**config.mk**
```make
export PLATFORM = sky130hd
export DESIGN_NAME = dcache_flush_walker
export DESIGN_NICKNAME = d
export VERILOG_FILES = /design/src/rtl/dcache_flush_walker_pkg.sv /design/src/rtl/dcache_flush_walker_counter.sv /design/src/rtl/dcache_flush_walker.sv
export SDC_FILE = /design/constraint.sdc
export NUM_CORES = 1
export LEC_CHECK = 0
export ABC_AREA = 1
export BUFFER_PORTS_ARGS = -buffer_cell sky130_fd_sc_hd__buf_2
export CORE_MARGIN = 3
export CORE_UTILIZATION = 45
export CTS_CLUSTER_DIAMETER = 30
export DETAILED_ROUTE_END_ITERATION = 16
export PLACE_DENSITY = 0.81
export SYNTH_ARGS = -nofsm -noshare
export SYNTH_HDL_FRONTEND = slang
export SYNTH_SLANG_ARGS = --single-unit
```
**constraint.sdc**
```tcl
create_clock -name clk_i -period 2.6 [get_ports clk_i]
set_input_delay 0.52 -clock clk_i [delete_from_list [all_inputs] [get_ports clk_i]]
set_output_delay 0.52 -clock clk_i [all_outputs]
set_load 0.005 [all_outputs]
```
**src/rtl/dcache_flush_walker_pkg.sv**
```systemverilog
// Shared types for the write-back dcache flush walker.
// The state enum lives here so the dcache wrapper and checkers can decode it.
package dcache_flush_walker_pkg;

    typedef enum logic [2:0] {
        FW_IDLE       = 3'd0,
        FW_READ_TAG   = 3'd1,
        FW_WAIT_TAG   = 3'd2,
        FW_WRITEBACK  = 3'd3,
        FW_INVALIDATE = 3'd4,
        FW_ACK        = 3'd5
    } flush_walk_state_e;

    // A line needs a writeback only when it is both valid and dirty.
    function automatic logic line_needs_wb(input logic valid, input logic dirty);
        return valid & dirty;
    endfunction

endpackage

```
**src/rtl/dcache_flush_walker_counter.sv**
```systemverilog
// Generic up-counter with synchronous clear; clear has priority over enable.
module dcache_flush_walker_counter #(
    parameter int unsigned Width = 4
) (
    input  logic             clk_i,
    input  logic             clear_i,
    input  logic             en_i,
    output logic [Width-1:0] q_o
);

    always_ff @(posedge clk_i) begin
        if (clear_i) begin
            q_o <= '0;
        end else if (en_i) begin
            q_o <= q_o + 1'b1;
        end
    end

endmodule

```
**src/rtl/dcache_flush_walker.sv**
```systemverilog
// Walks every set/way of the WB dcache tag array: writes back dirty lines,
// invalidates valid lines, then pulses flush_ack_o for one cycle.
module dcache_flush_walker
    import dcache_flush_walker_pkg::*;
#(
    parameter int unsigned NumSets = 256,
    parameter int unsigned NumWays = 8
) (
    input  logic                       clk_i,
    input  logic                       rst_i,
    input  logic                       flush_i,
    output logic                       flush_ack_o,
    output logic                       busy_o,
    output logic                       tag_req_o,
    input  logic                       tag_gnt_i,
    output logic [$clog2(NumSets)-1:0] tag_set_o,
    output logic [$clog2(NumWays)-1:0] tag_way_o,
    input  logic                       tag_rvalid_i,
    input  logic                       tag_valid_i,
    input  logic                       tag_dirty_i,
    output logic                       wb_valid_o,
    input  logic                       wb_ready_i,
    output logic                       inv_req_o,
    input  logic                       inv_gnt_i
);

    localparam int unsigned SetW = $clog2(NumSets);
    localparam int unsigned WayW = $clog2(NumWays);
    localparam int unsigned CntW = SetW + WayW;

    flush_walk_state_e state_q, state_d;
    logic [CntW-1:0]   line_q;
    logic              advance;
    logic              last_line;

    // Set in the upper bits so that a way wrap carries straight into the set.
    dcache_flush_walker_counter #(
        .Width (CntW)
    ) i_line_cnt (
        .clk_i   (clk_i),
        .clear_i ((state_q == FW_ACK) | rst_i),
        .en_i    (advance),
        .q_o     (line_q)
    );

    assign last_line = &line_q;
    assign tag_set_o = line_q[CntW-1:WayW];
    assign tag_way_o = line_q[WayW-1:0];

    always_ff @(posedge clk_i) begin
        if (rst_i) begin
            state_q <= FW_IDLE;
        end else begin
            state_q <= state_d;
        end
    end

    always_comb begin
        state_d = state_q;
        advance = 1'b0;
        case (state_q)
            FW_IDLE: begin
                if (flush_i) state_d = FW_READ_TAG;
            end
            FW_READ_TAG: begin
                if (tag_gnt_i) state_d = FW_WAIT_TAG;
            end
            FW_WAIT_TAG: begin
                // Missing rvalid is a protocol error; hold here rather than guess.
                if (tag_rvalid_i) begin
                    if (line_needs_wb(tag_valid_i, tag_dirty_i)) begin
                        state_d = FW_WRITEBACK;
                    end else if (tag_valid_i) begin
                        state_d = FW_INVALIDATE;
                    end else begin
                        advance = 1'b1;
                        state_d = last_line ? FW_ACK : FW_READ_TAG;
                    end
                end
            end
            FW_WRITEBACK: begin
                if (wb_ready_i) state_d = FW_INVALIDATE;
            end
            FW_INVALIDATE: begin
                if (inv_gnt_i) begin
                    advance = 1'b1;
                    state_d = last_line ? FW_ACK : FW_READ_TAG;
                end
            end
            FW_ACK: begin
                state_d = FW_IDLE;
            end
            default: begin
                state_d = FW_IDLE;
            end
        endcase
    end

    always_comb begin
        busy_o      = (state_q != FW_IDLE);
        tag_req_o   = (state_q == FW_READ_TAG);
        wb_valid_o  = (state_q == FW_WRITEBACK);
        inv_req_o   = (state_q == FW_INVALIDATE);
        flush_ack_o = (state_q == FW_ACK);
    end

`ifndef SYNTHESIS
    wait_tag_rvalid: assert property (@(posedge clk_i) disable iff (rst_i)
        (state_q == FW_WAIT_TAG) |-> tag_rvalid_i);

    wb_valid_stable: assert property (@(posedge clk_i) disable iff (rst_i)
        (wb_valid_o && !wb_ready_i) |=>
            (wb_valid_o && $stable(tag_set_o) && $stable(tag_way_o)));
`endif

endmodule

```
==> results of run 1 <==
[critical path, delay by kind of cell (launching register included)]
family	cells	cell delay [ps]
flops	1	410
buf+inv	2	250
simple gates	1	230
[metal layers]
metal	up-vias	GRT usage (%)	routed length, µm
met3	2	5.44	89
li1	477	-	-
met1	375	19.3	824
met5	-	0	0
met4	0	6.91	17
met2	18	26.7	869
[state kept, by name (all words and copies together), names as in the netlist]
name	count
state_q	3
i_line_cnt.q_o	11
[cells by family after synthesis]
| family | synth area share (%) |
|---|---|
| flops | 32.5 |
| xor+xnor | 2.03 |
| buf+inv | 10.0 |
| fa+ha+maj | 1.45 |
| simple gates | 39.0 |
| compound gates | 14.9 |
[layout by cell type, fill, tap and decap left out]
master    count
nand4_1       1
nor2_2        4
nand2_2       2
nor3_2        1
a21oi_2       1
nor2_4        1
inv_1        16
xnor2_1       2
clkbuf_8      1
a31o_2        1
ha_1          1
nand3_1       4
inv_2         4
nand3_2       4
clkbuf_4      3
dfxtp_1      14
buf_2        24
a21oi_1      11
o21ai_1       8
nor2_1       18
nand2_4       1
o21ai_0       2
a31oi_1       1
nand2_1      34
nor3_1        1
[area by class of cell]
cell class	instances	area, µm²
fillers	181	726
multi-input cells	98	495
flip-flops and latches	14	280
repair buffers	24	120
inverters	20	75.1
clock buffers	4	36.3
well taps	25	31.3
[worst max path at each step]
stage | slack [ps] | startpoint | depth (start not counted) | endpoint
2_1_floorplan | 1260 | i_line_cnt.q_o[0] | 9 | state_q[2]
3_3_place_gp | 1130 | i_line_cnt.q_o[0] | 9 | state_q[2]
3_5_place_dp | 1120 | i_line_cnt.q_o[0] | 9 | state_q[2]
4_1_cts | 900 | state_q[1] | 3 | wb_valid_o
5_1_grt | 830 | state_q[1] | 3 | wb_valid_o
6_report | 910 | state_q[1] | 3 | wb_valid_o
[power groups by stage]
stage | Combinational (mW) | Clock (mW) | Sequential [mW]
global placement | 0.204 | 0 | 0.258
floorplan | 0.155 | 0 | 0.256
detailed placement | 0.208 | 0 | 0.259
finish | 0.208 | 0.154 | 0.255
global route | 0.239 | 0.168 | 0.257
CTS | 0.210 | 0.162 | 0.254
==> flow_summary.toml, run 1 <==
[run]
cap_viol_max_count = 0

[synthesis]
synth.top_cells.by_count = "nand2_1 (34), nor2_1 (18), inv_1 (16)"
ys.flop_type = "dfxtp_1"
avgSynthCellArea_um2 = 6.48
synthCells = 133
synth_top_area_share_pct = 32.5
yosysTopAreaCell = "dfxtp_1"
ys_seq_elements = 14
synth_cell_types = 23
synth_edf_count = 0
yosysMostFrequentCell = "nand2_1"
synth_nets = 143
syn_area_um2 = 862
synth_area_leaders = "dfxtp_1 (33%), nand2_1 (15%), nor2_1 (7.8%), inv_1 (7.0%), a21oi_1 (6.4%)"
yosysSeqAreaShare_pct = 32.5
ys_warn_count = 0
synthArstFlopShare_pct = 0

[drt]
ant_nets = 0
vias = 872
wl_per_cell_um = 9.73
finalWirelength_um = 1800
drt_iter0_markers = 20
viasPerCell = 4.71
firstDrtPassIters = 4
drc = 0

[timing]
max_clock_freq_mhz = 592
period_needed_ps = 1690
finalCritPeriodShare_pct = 65.0
slew_violations = 0
hold_viol = 0
fin_ws_ps = 911
whs_ps = 418
worst_pin_slew_ps = 274
tns_ps = 0
setup_viol = 0
max_slew_margin_pct = 81.6
rsz0062_at_grt = "no"
skew_ps = 8.45

[placed_design]
dp_cells = 181
pre_cts_ws_ps = 1120
dp_hpwl_um = 1440
io_buffer_count = 24
placed_area_um2 = 1000
gp_congestion = 0.858

[global_route]
grt-ovfl-total = 0
grt_pass1_vias = 754
grt_pass1_wl_um = 3140
grt_max_degree = 16
grtUsageTotal_pct = 16.3
antenna_found_initial = 0

[setup_path]
end_kind = "primary output"
crit_slowest_cell = "dfxtp_1"
r2r_end = "state_q[2]"
cp.arrival_ps = 1170
crit_type = "register to primary output"
critPathLaunchType = "register"
reg2reg_depth = 9
r2r_start = "i_line_cnt.q_o[0]"
cp.required_ps = 2080
r2r_slack_ps = 1100
slowest_delay_ps = 410
path_max_fanout = 4
worstPathCellList = "inv_1 -> nor3_2 -> buf_2"

[clocking]
cts_resized = 0
clkSinkCount = 14
clk_pin_slew_ps = 70
cts_htree_levels = 1
clkLatencyLatePin_ps = 280
cts_buffers = 3
cts_tree = "done"
clk_path_buf_depth = 2
clock-root-buffer = "clkbuf_4"
cts_setup_buffers = 0
hold_buffers = 0

[cells_and_area]
final_util_pct = 58.9
final_cells = 185
finalNetCount = 171
drive_above_1_share_pct = 29.4
antenna_cells = 0
synthToLayoutAreaGrowth_pct = 20.5
design_area_um2 = 1040

[pwr]
combPwrFrac_pct = 33.7
totalPowerFinal_uw = 617
power.share.switching_pct = 35.3
p_int_uw = 399
seqPwrFrac_pct = 41.4
p_per_area_nw_per_um2 = 594
clkPwrFrac_pct = 24.9
net-switching-power_uw = 218
leakagePower_nw = 0.482
ir_drop_v = 0.000430

[floorplan]
die_x_um = 49.8
initial_utilization_pct = 48.9
rows = 15
ioPinCount = 25
dieArea_um2 = 2480
dieHeight_um = 49.8
coreArea_um2 = 1760

[run_status]
status = "completed"

[hold_path]
min_path_type = "input pin to register"
holdCritStartpoint = "rst_i"
whs_endpoint = "state_q[1]"
hold_depth = 2
Power figures use the tool's default switching activity.
==> run 2: changes to the inputs <==
ABC_AREA = 0   (was 1)
clock period = 1.7 ns   (was 2.6 ns; I/O delays follow)
==> run 2 against run 1 <==
  * Register-to-register slack lost 1100 ps
  * First-iteration DRC count did not move
  * Cell area grew 12%
  * Worst setup slack worse by 870 ps
  * Non-clock buffer count is 15 higher
  * Critical path type is now register to register
  * Critical endpoint is now i_line_cnt.q_o[10]
==> flow_summary.toml, run 2 <==
[global_route]
grt_pass1_wl_um = 3670
grt-ovfl-total = 0
grt_pass1_vias = 886
grtUsageTotal_pct = 19.1
grt_max_degree = 19
antenna_found_initial = 0

[cells_and_area]
antenna_cells = 0
synthToLayoutAreaGrowth_pct = 36.0
top_regs = "i_line_cnt.q_o (11), state_q (3)"
largest_register = "i_line_cnt.q_o"
final_util_pct = 65.7
fill_cells = 152
mostFrequentLayoutCell = "buf_2"
drive_above_1_share_pct = 40.0
final_cell_mix = "buf_2 (24), buf_4 (15), nor2_1 (10), dfxtp_1 (10), o21ai_0 (7)"
largest_register_ff_count = 11
finalNetCount = 151

[setup_path]
worstPathCellList = "ha_1 -> inv_1 -> or4_4 -> or3_4 -> a21oi_2"
r2r_slack_ps = 40
path_max_fanout = 4
end_kind = "register"
cp.required_ps = 1920
cp.arrival_ps = 1880
crit_type = "register to register"
slowest_delay_ps = 550
critPathLaunchType = "register"
crit_slowest_cell = "or4_4"

[drt]
drt_iter0_markers = 20
wl_met2_um = 1160
vias = 911
firstDrtPassIters = 4
wl_met3_um = 120
drc = 0
finalWirelength_um = 2230
top_layer_used = "met4"
wl_per_cell_um = 13.5
wl_met1_um = 931
viasPerCell = 5.52
ant_nets = 0

[timing]
slew_violations = 0
tns_ps = 0
skew_ps = 4.86
max_clock_freq_mhz = 604
period_needed_ps = 1660
max_slew_margin_pct = 66.4
setup_viol = 0
worst_pin_slew_ps = 491
finalCritPeriodShare_pct = 97.4
hold_viol = 0

[pwr]
leakagePower_nw = 0.501
totalPowerFinal_uw = 711
ir_drop_v = 0.000522
p_per_area_nw_per_um2 = 613

[placed_design]
dp_hpwl_um = 1680
io_buffer_count = 24
gp_congestion = 0.816

[synthesis]
synth_area_leaders = "dfxtp_1 (33%), nor2_1 (4.4%), o21ai_0 (4.1%), xnor2_1 (4.1%), a21oi_1 (3.5%)"
ys_seq_elements = 14
ys_warn_count = 0
syn_area_um2 = 852
synth_cell_types = 36
yosysMostFrequentCell = "dfxtp_1"
avgSynthCellArea_um2 = 8.35
synth_top_area_share_pct = 32.9
yosysSeqAreaShare_pct = 32.9
ys.flop_type = "dfxtp_1"
yosysTopAreaCell = "dfxtp_1"
synth_edf_count = 0
synth_nets = 112
synthArstFlopShare_pct = 0
synth.top_cells.by_count = "dfxtp_1 (14), nor2_1 (10), o21ai_0 (7)"
synthCells = 102

[clocking]
clkSinkCount = 14
cts_htree_levels = 1
clock-root-buffer = "clkbuf_4"
cts_buffers = 3
clkLatencyLatePin_ps = 280
cts_tree = "done"
clk_path_buf_depth = 2
clk_pin_slew_ps = 90

[hold_path]
min_path_type = "input pin to register"

[floorplan]
rows = 15
coreArea_um2 = 1760
initial_utilization_pct = 48.3
dieHeight_um = 49.5
dieArea_um2 = 2450
ioPinCount = 25
die_x_um = 49.5

[run_status]
status = "completed"

[run]
cap_viol_max_count = 0
[run 2: changes by cell type after synthesis, moves of 5 or more]
cell,delta
nor2_1,-8
o21ai_0,+5
nand2_1,-31
a21oi_1,-5
o21ai_1,-8
inv_1,-11
[run 2: layout make-up]
class	instances	area [µm²]	share of cell area (%)
well taps	25	31.3	2.70
inverters	5	18.8	1.62
clock buffers	4	36.3	3.13
flip-flops and latches	14	285	24.6
repair buffers	39	233	20.1
multi-input cells	78	554	47.8
[run 2: per-layer routing]
layer	track usage [%]	vias to the layer above
met5	0	-
met4	4.15	0
met3	7.85	4
met2	33.9	28
met1	21.4	431
li1	-	448
[run 2: power by group]
part,internal (mW),switching (mW)
registers,0.336,0.0204
logic,0.0553,0.0528
clock network,0.130,0.116
[run 2: timing repair]
action	in CTS	in global routing
hold buffers	0	0
pin swaps	0	2
cloned	0	0
endpoints found under the setup margin	2	4
buffers inserted	0	0
resized for setup	2	7
[run 2: cells by family (layout without fill, tap and decap cells)]
kind of cell             after synthesis  in the layout  share of synthesized area [%]
AND/OR/NAND/NOR                       42             42                           31.3
multiplexers                           4              4                           4.85
adder cells (fa/ha/maj)                1              1                           1.47
AO/OA/AOI/OAI                         26             26                           19.8
buffers and inverters                 10             48                           4.55
XOR/XNOR                               5              5                           5.14
flip-flops                            14             14                           32.9
[run 2: worst paths after layout]
kind,startpoint,to,cells after the start
max,i_line_cnt.q_o[0],i_line_cnt.q_o[10],5
min,rst_i,state_q[0],2
max reg2reg,i_line_cnt.q_o[0],i_line_cnt.q_o[10],5
min reg2reg,state_q[2],state_q[2],2
[run 2: stage by stage]
stage	hold WS, ps	area, µm²	std cells	setup slack, ps
final	239	1160	165	44.1
after global routing	237	1160	165	-4.14
after CTS	235	1140	165	21.2
after detailed placement	497	1100	161	23.9
after global placement	501	1100	161	47.8
after floorplan	409	852	102	117
[run 2: critical path: cells and delay by family, from the launching register on]
kind | cells | cell delay (ps)
buffers and inverters | 1 | 90
adders and majority gates | 1 | 160
AOI/OAI and AO/OA | 1 | 110
and+or+nand+nor | 2 | 900
DFF | 1 | 350
